File: src/rtl/hazard_pkg.sv
// hazard_pkg: shared definitions for the pipeline hazard controller.
//   FWD_REG / FWD_W / FWD_M : E-stage forward-select encodings
//   div_state_t             : divide stall FSM states
package hazard_pkg;

    localparam logic [1:0] FWD_REG = 2'b00;
    localparam logic [1:0] FWD_W   = 2'b01;
    localparam logic [1:0] FWD_M   = 2'b10;

    typedef enum logic {
        IDLE = 1'b0,
        BUSY = 1'b1
    } div_state_t;

endpackage

File: src/rtl/div_stall_fsm.sv
// div_stall_fsm: holds the E stage while a multi-cycle divide occupies it.
//   clk, rst   : clock, synchronous active-high reset
//   divE       : divide instruction present in E
//   excflush   : exception flush, aborts any divide in progress
//   div_start  : one-cycle start pulse to the divider
//   div_done   : divider result valid this cycle; E advances
//   divstallE  : raw divide stall request
module div_stall_fsm
    import hazard_pkg::*;
#(
    parameter int DIV_CYCLES = 32
) (
    input  logic clk,
    input  logic rst,
    input  logic divE,
    input  logic excflush,
    output logic div_start,
    output logic div_done,
    output logic divstallE
);

    localparam int CW = $clog2(DIV_CYCLES);
    localparam logic [CW-1:0] CNT_LOAD = CW'(DIV_CYCLES - 1);

    div_state_t    state, state_nxt;
    logic [CW-1:0] cnt, cnt_nxt;

    always_ff @(posedge clk) begin
        if (rst) begin
            state <= IDLE;
            cnt   <= '0;
        end else begin
            state <= state_nxt;
            cnt   <= cnt_nxt;
        end
    end

    always_comb begin
        state_nxt = state;
        cnt_nxt   = cnt;
        div_start = 1'b0;
        div_done  = 1'b0;
        // The start cycle stalls too, so the divide is held DIV_CYCLES cycles total.
        divstallE = divE && ((state == IDLE) || (cnt != '0));
        if (excflush) begin
            state_nxt = IDLE;
            cnt_nxt   = '0;
        end else begin
            case (state)
                IDLE: begin
                    if (divE) begin
                        div_start = 1'b1;
                        cnt_nxt   = CNT_LOAD;
                        state_nxt = BUSY;
                    end
                end
                BUSY: begin
                    if (!divE) begin
                        // Divide vanished from E: abandon without a result.
                        state_nxt = IDLE;
                        cnt_nxt   = '0;
                    end else if (cnt != '0) begin
                        cnt_nxt = cnt - CW'(1);
                    end else begin
                        div_done  = 1'b1;
                        state_nxt = IDLE;
                    end
                end
                default: begin
                    state_nxt = IDLE;
                    cnt_nxt   = '0;
                end
            endcase
        end
    end

endmodule

File: src/rtl/pipe_hazard_ctrl.sv
// pipe_hazard_ctrl: hazard unit for the five-stage MIPS pipeline.
//   Inputs : D/E source registers, E/M/W destinations and write enables,
//            load flags in E/M, branchD/jrD, divE, excflush.
//   Outputs: forwardaD/bD (M result to D compare), forwardaE/bE (E operand
//            select), stallF/D/E, flushE/M, div_start/div_done, and the raw
//            stall causes lwstallD, branchstallD, divstallE.
//   Option : define HAZARD_PERF_EN to add saturating stall counters
//            perf_lw, perf_br, perf_div.
module pipe_hazard_ctrl
    import hazard_pkg::*;
#(
    parameter int REG_AW     = 5,
    parameter int DIV_CYCLES = 32
) (
    input  logic              clk,
    input  logic              rst,
    input  logic [REG_AW-1:0] rsD,
    input  logic [REG_AW-1:0] rtD,
    input  logic [REG_AW-1:0] rsE,
    input  logic [REG_AW-1:0] rtE,
    input  logic [REG_AW-1:0] writeregE,
    input  logic [REG_AW-1:0] writeregM,
    input  logic [REG_AW-1:0] writeregW,
    input  logic              regwriteE,
    input  logic              regwriteM,
    input  logic              regwriteW,
    input  logic              memtoregE,
    input  logic              memtoregM,
    input  logic              branchD,
    input  logic              jrD,
    input  logic              divE,
    input  logic              excflush,
    output logic              forwardaD,
    output logic              forwardbD,
    output logic [1:0]        forwardaE,
    output logic [1:0]        forwardbE,
    output logic              stallF,
    output logic              stallD,
    output logic              stallE,
    output logic              flushE,
    output logic              flushM,
    output logic              div_start,
    output logic              div_done,
    output logic              lwstallD,
    output logic              branchstallD,
    output logic              divstallE
`ifdef HAZARD_PERF_EN
    ,
    output logic [31:0]       perf_lw,
    output logic [31:0]       perf_br,
    output logic [31:0]       perf_div
`endif
);

    // Register 0 is hardwired, so it never participates in a hazard.
    function automatic logic hit(input logic [REG_AW-1:0] src,
                                 input logic [REG_AW-1:0] dst);
        return (dst != '0) && (src == dst);
    endfunction

    div_stall_fsm #(.DIV_CYCLES(DIV_CYCLES)) u_div (
        .clk       (clk),
        .rst       (rst),
        .divE      (divE),
        .excflush  (excflush),
        .div_start (div_start),
        .div_done  (div_done),
        .divstallE (divstallE)
    );

    logic hitE_d, hitM_d;

    always_comb begin
        forwardaE = FWD_REG;
        if (regwriteM && hit(rsE, writeregM))      forwardaE = FWD_M;
        else if (regwriteW && hit(rsE, writeregW)) forwardaE = FWD_W;

        forwardbE = FWD_REG;
        if (regwriteM && hit(rtE, writeregM))      forwardbE = FWD_M;
        else if (regwriteW && hit(rtE, writeregW)) forwardbE = FWD_W;

        forwardaD = regwriteM && hit(rsD, writeregM);
        forwardbD = regwriteM && hit(rtD, writeregM);

        lwstallD = memtoregE && regwriteE &&
                   (hit(rsD, writeregE) || hit(rtD, writeregE));

        // jr reads only rs; a branch compares both rs and rt.
        hitE_d = hit(rsD, writeregE) || (branchD && hit(rtD, writeregE));
        hitM_d = hit(rsD, writeregM) || (branchD && hit(rtD, writeregM));
        branchstallD = (branchD || jrD) &&
                       ((regwriteE && hitE_d) || (memtoregM && hitM_d));

        stallF = 1'b0;
        stallD = 1'b0;
        stallE = 1'b0;
        flushE = 1'b0;
        flushM = 1'b0;
        if (excflush) begin
            flushE = 1'b1;
            flushM = 1'b1;
        end else if (divstallE) begin
            stallF = 1'b1;
            stallD = 1'b1;
            stallE = 1'b1;
            flushM = 1'b1;
        end else if (lwstallD || branchstallD) begin
            stallF = 1'b1;
            stallD = 1'b1;
            flushE = 1'b1;
        end
    end

`ifdef HAZARD_PERF_EN
    logic apply_div, apply_lw, apply_br;

    assign apply_div = !excflush && divstallE;
    assign apply_lw  = !excflush && !divstallE && lwstallD;
    assign apply_br  = !excflush && !divstallE && branchstallD;

    always_ff @(posedge clk) begin
        if (rst) begin
            perf_lw  <= '0;
            perf_br  <= '0;
            perf_div <= '0;
        end else begin
            if (apply_lw  && (perf_lw  != '1)) perf_lw  <= perf_lw  + 32'd1;
            if (apply_br  && (perf_br  != '1)) perf_br  <= perf_br  + 32'd1;
            if (apply_div && (perf_div != '1)) perf_div <= perf_div + 32'd1;
        end
    end
`endif

endmodule

File: config.mk
export PLATFORM = sky130hd
export DESIGN_NAME = pipe_hazard_ctrl
export DESIGN_NICKNAME = d
export VERILOG_FILES = /design/src/rtl/hazard_pkg.sv /design/src/rtl/div_stall_fsm.sv /design/src/rtl/pipe_hazard_ctrl.sv
export SDC_FILE = /design/constraint.sdc
export NUM_CORES = 1
export LEC_CHECK = 0
export ABC_CLOCK_PERIOD_IN_PS = 1700
export BUFFER_PORTS_ARGS = -buffer_cell sky130_fd_sc_hd__buf_4
export CAP_MARGIN = 10
export CORE_MARGIN = 5
export CORE_UTILIZATION = 43
export CTS_CLUSTER_SIZE = 8
export DETAILED_ROUTE_END_ITERATION = 10
export GPL_TIMING_DRIVEN = 0
export PLACE_DENSITY_LB_ADDON = 0.1
export SYNTH_ARGS = -nofsm -noshare
export SYNTH_HDL_FRONTEND = slang
export SYNTH_HIERARCHICAL = 1
export SYNTH_SLANG_ARGS = --single-unit
File: constraint.sdc
create_clock -name clk -period 1.7 [get_ports clk]
set_input_delay 0 -clock clk [delete_from_list [all_inputs] [get_ports clk]]
set_output_delay 0 -clock clk [all_outputs]
set_load 0.02 [all_outputs]
==> results.json <==
{
  "final_period_minus_worst_setup_slack_ns": 1.71,
  "count_of_antenna_violating_nets_left_after_detailed_routing": 0,
  "place_ws_ns": -0.0365,
  "max_slew_margin_pct": 69.3,
  "pwr-share-seq_pct": 23.4,
  "wp_data_arrival_ns": 1.71,
  "cts.root.buffer_cell": "sky130_fd_sc_hd__clkbuf_4",
  "die_width_um": 58.5,
  "irDropWorstVdd_v": 0.000417,
  "first_iter_violations": 18,
  "leakage_nw": 0.731,
  "outcome": "complete, but fails checks",
  "power.total_mw": 0.676,
  "wl_per_cell_um": 14.0,
  "dominantRegCellSynth": "sky130_fd_sc_hd__dfxtp_1",
  "critical_path.cell_chain": "inv_2, ha_4, nor3b_4, nand3b_4, nand2_4, inv_4, o311ai_1, buf_4",
  "grt_pass1_wl_um": 5220,
  "dpl.cell_count": 220,
  "use_met1_pct": 21.6,
  "critical_path.max_stage_delay_ns": 0.33,
  "power.density_cell_area_mw_per_mm2": 404,
  "fin_nets": 252,
  "synth_edf_count": 0,
  "die_area_mm2": 0.00342,
  "startpoint": "u_div/cnt[1]",
  "timing.critical_path.to_type": "output pin",
  "syn-instance-count": 136,
  "place.port_buffers": 56,
  "synth-seq-cells": 6,
  "area.growth.synth_to_final_pct": 65.8,
  "fill_cell_instance_count_of_the_final_layout": 160,
  "worst-r2r-setup-slack_ns": 0.07,
  "hold-worst-slack_ns": 0.0715,
  "tritoncts.num_buffers": 3,
  "finalMaxSlewViolations": 0,
  "p_switching_mw": 0.244,
  "initial_antenna_violation_count": 0,
  "finalSetupViolCount": 1,
  "synth.yosys.warnings": 6,
  "rr_startpoint": "u_div/cnt[1]",
  "use_met2_pct": 35.9,
  "placed_area_mm2": 0.00149,
  "finalWeightedCongestion": 0.856,
  "postCtsHoldBufs": 0,
  "design.portCount": 62,
  "dominant_combinational_cell_family_by_area_after_synthesis": "XOR/XNOR gates",
  "yosysSeqAreaShare_pct": 11.9,
  "drc": 0,
  "max_clock_freq_ghz": 0.586,
  "post_route_cells_drive_above_1_share_pct": 45.8,
  "top_usage_layer": "met2",
  "maxCapViolations": 0,
  "power_switching_share_pct": 36.1,
  "grt_pass1_vias": 1222,
  "globalRouteMet3Util_pct": 1.97,
  "synth_compound_area_share_pct": 19.2,
  "r2r_cells": 8,
  "p_clk_share_pct": 19.3,
  "post_synth_and_or_nand_nor_area_fraction_pct": 25.0,
  "post_synth_fa_ha_maj_area_fraction_pct": 1.24,
  "hold_path_class": "in2reg",
  "critical_path.n_buffers_inverters": 3,
  "post-route-cell-area_mm2": 0.00167,
  "yosys.area_share.xor_xnor_pct": 34.7,
  "total_global_routing_overflow": 0,
  "setup_slack_ns": -0.00734,
  "syn_nets": 183,
  "cts_max_level": 1,
  "finalNonFillerCells": 231,
  "detailroute.via_count": 1204,
  "tightestPinTransition_ns": 0.456,
  "maximum_count_of_clock_buffers_along_a_single_path": 2,
  "antenna_cells": 0,
  "endpoint": "flushE",
  "synth.area.mux_share_pct": 0,
  "critPathLaunchType": "register",
  "rows": 17,
  "route.detailed.vias_per_inst": 5.21,
  "initial_core_util_pct": 45.2,
  "final_hold_vio_count": 0,
  "routed_wire_length_um": 3230,
  "finalCritPeriodShare_pct": 100,
  "cell_int_power_mw": 0.432,
  "post_route_core_utilization_pct": 75.0,
  "chipHeight_um": 58.5,
  "worstPathRequired_ns": 1.70,
  "synth.lib_cells_used.distinct": 38,
  "post-dp-hpwl_um": 2560,
  "power.share.combinational_pct": 57.3,
  "totalNegativeSetupSlack_ns": -0.00734,
  "syn-mean-instance-area_um2": 7.42,
  "critPathMaxFanout": 4,
  "crit_slowest_cell": "sky130_fd_sc_hd__dfxtp_2",
  "drt_pre_antenna_iters": 4,
  "timing_worst_setup_path_type": "reg2out",
  "clock_skew_ns": 0.00226,
  "sink_count_of_the_clock_tree": 6,
  "critical-path-top-delay-family": "simple AND/OR/NAND/NOR gates",
  "grt_start_max_net_pins": 11,
  "failed_checks": "setup timing",
  "worstReg2RegEnd": "u_div/cnt[1]",
  "netlist_area_mm2": 0.00101,
  "cts_tree": "built",
  "core_mm2": 0.00223,
  "postSynth.asyncResetShare_pct": 0,
  "timing.critical_path.depth": 8,
  "rsz0062_at_grt": "true",
  "grtUsageTotal_pct": 19.0,
  "clk_latency_ns": 0.24,
  "path_clk_slew_ns": 0.04
}
power groups by stage:
stage	clock, mW	combinational [mW]	sequential [mW]
detailed placement	0	0.342	0.158
global placement	0	0.335	0.158
finish	0.130	0.387	0.158
global route	0.143	0.424	0.159
CTS	0.134	0.361	0.158
floorplan	0	0.193	0.156
synthesized netlist by cell type, types with 4 or more instances:
| cell | instances | share of area, % |
|---|---|---|
| sky130_fd_sc_hd__or4_1 | 4 | 3.0 |
| sky130_fd_sc_hd__nor2_1 | 12 | 4.5 |
| sky130_fd_sc_hd__dfxtp_1 | 6 | 12 |
| sky130_fd_sc_hd__clkbuf_1 | 4 | 1.5 |
| sky130_fd_sc_hd__nor3_1 | 6 | 3.0 |
| sky130_fd_sc_hd__xnor2_1 | 24 | 21 |
| sky130_fd_sc_hd__inv_1 | 10 | 3.7 |
| sky130_fd_sc_hd__nor4_1 | 4 | 2.5 |
| sky130_fd_sc_hd__o21ai_0 | 8 | 4.0 |
| sky130_fd_sc_hd__nand2_1 | 6 | 2.2 |
| sky130_fd_sc_hd__xor2_1 | 16 | 14 |
| sky130_fd_sc_hd__nand3_1 | 6 | 3.0 |
area by class of cell:
type                    count  area [um^2]  share of cell area (%)
multi-input cells         112          916                    54.7
repair buffers             65          499                    29.8
flip-flops and latches      6          123                    7.32
inverters                  10         40.0                    2.39
plain buffers               7         38.8                    2.32
well taps                  28         35.0                    2.09
clock buffers               3         22.5                    1.35
layer usage:
| layer | wire length [um] | up-vias |
|---|---|---|
| met3 | 170 | 2 |
| met2 | 1830 | 27 |
| met4 | 17 | 0 |
| met5 | 0 | - |
| met1 | 1210 | 561 |
| li1 | - | 614 |
flip-flops by register name, summed over array words and instances, names as in the netlist:
register	cells
u_div/cnt	5
u_div/state	1
cell usage in the layout (no fill, tap or decap), types with 2 or more instances in the layout:
cell	n
sky130_fd_sc_hd__buf_4	62
sky130_fd_sc_hd__xnor2_1	24
sky130_fd_sc_hd__xor2_1	16
sky130_fd_sc_hd__nor2_1	11
sky130_fd_sc_hd__o21ai_0	8
sky130_fd_sc_hd__nand3_1	6
sky130_fd_sc_hd__nor3_1	6
sky130_fd_sc_hd__inv_1	6
sky130_fd_sc_hd__buf_6	4
sky130_fd_sc_hd__clkbuf_4	4
sky130_fd_sc_hd__nand2_1	4
sky130_fd_sc_hd__or4_1	4
sky130_fd_sc_hd__dfxtp_1	4
sky130_fd_sc_hd__clkbuf_1	3
sky130_fd_sc_hd__inv_2	3
sky130_fd_sc_hd__nor4_1	2
sky130_fd_sc_hd__nor3b_4	2
sky130_fd_sc_hd__o311ai_1	2
sky130_fd_sc_hd__nand2_4	2
sky130_fd_sc_hd__nor4_2	2
sky130_fd_sc_hd__a32oi_1	2
sky130_fd_sc_hd__a2bb2oi_1	2
sky130_fd_sc_hd__dfxtp_2	2
worst min path at each step:
stage / slack [ns] / startpoint / cells after the start / endpoint
after floorplan: 0.13 / memtoregE / 2 / lwstallD
after global placement: 0.30 / divE / 3 / u_div/cnt[0]
after detailed placement: 0.31 / divE / 3 / u_div/cnt[0]
after CTS: 0.07 / divE / 3 / u_div/cnt[0]
after global routing: 0.10 / divE / 3 / u_div/cnt[0]
final: 0.07 / divE / 3 / u_div/cnt[0]
cell families (layout without fill, tap and decap cells):
logic type               after synthesis  after routing
AND/OR/NAND/NOR                       46             46
XOR/XNOR                              40             40
AO/OA/AOI/OAI                         25             25
buffers and inverters                 18             85
flip-flops                             6              6
adder cells (fa/ha/maj)                1              1
worst register-to-register path: cells and delay by family (launching register included):
kind,cells,cell delay [ns]
AND/OR/NAND/NOR,2,0.33
buffers and inverters,3,0.37
adder cells (fa/ha/maj),1,0.13
flip-flops,1,0.33
AO/OA/AOI/OAI,2,0.38
repair_timing:
action | 4_1_cts | 5_1_grt
setup buffers | 5 | 4
endpoints found under the setup margin | 5 | 4
gates resized for setup | 12 | 17
hold endpoints to repair | 0 | 0
pin swaps | 4 | 4
Power figures use the tool's default switching activity.
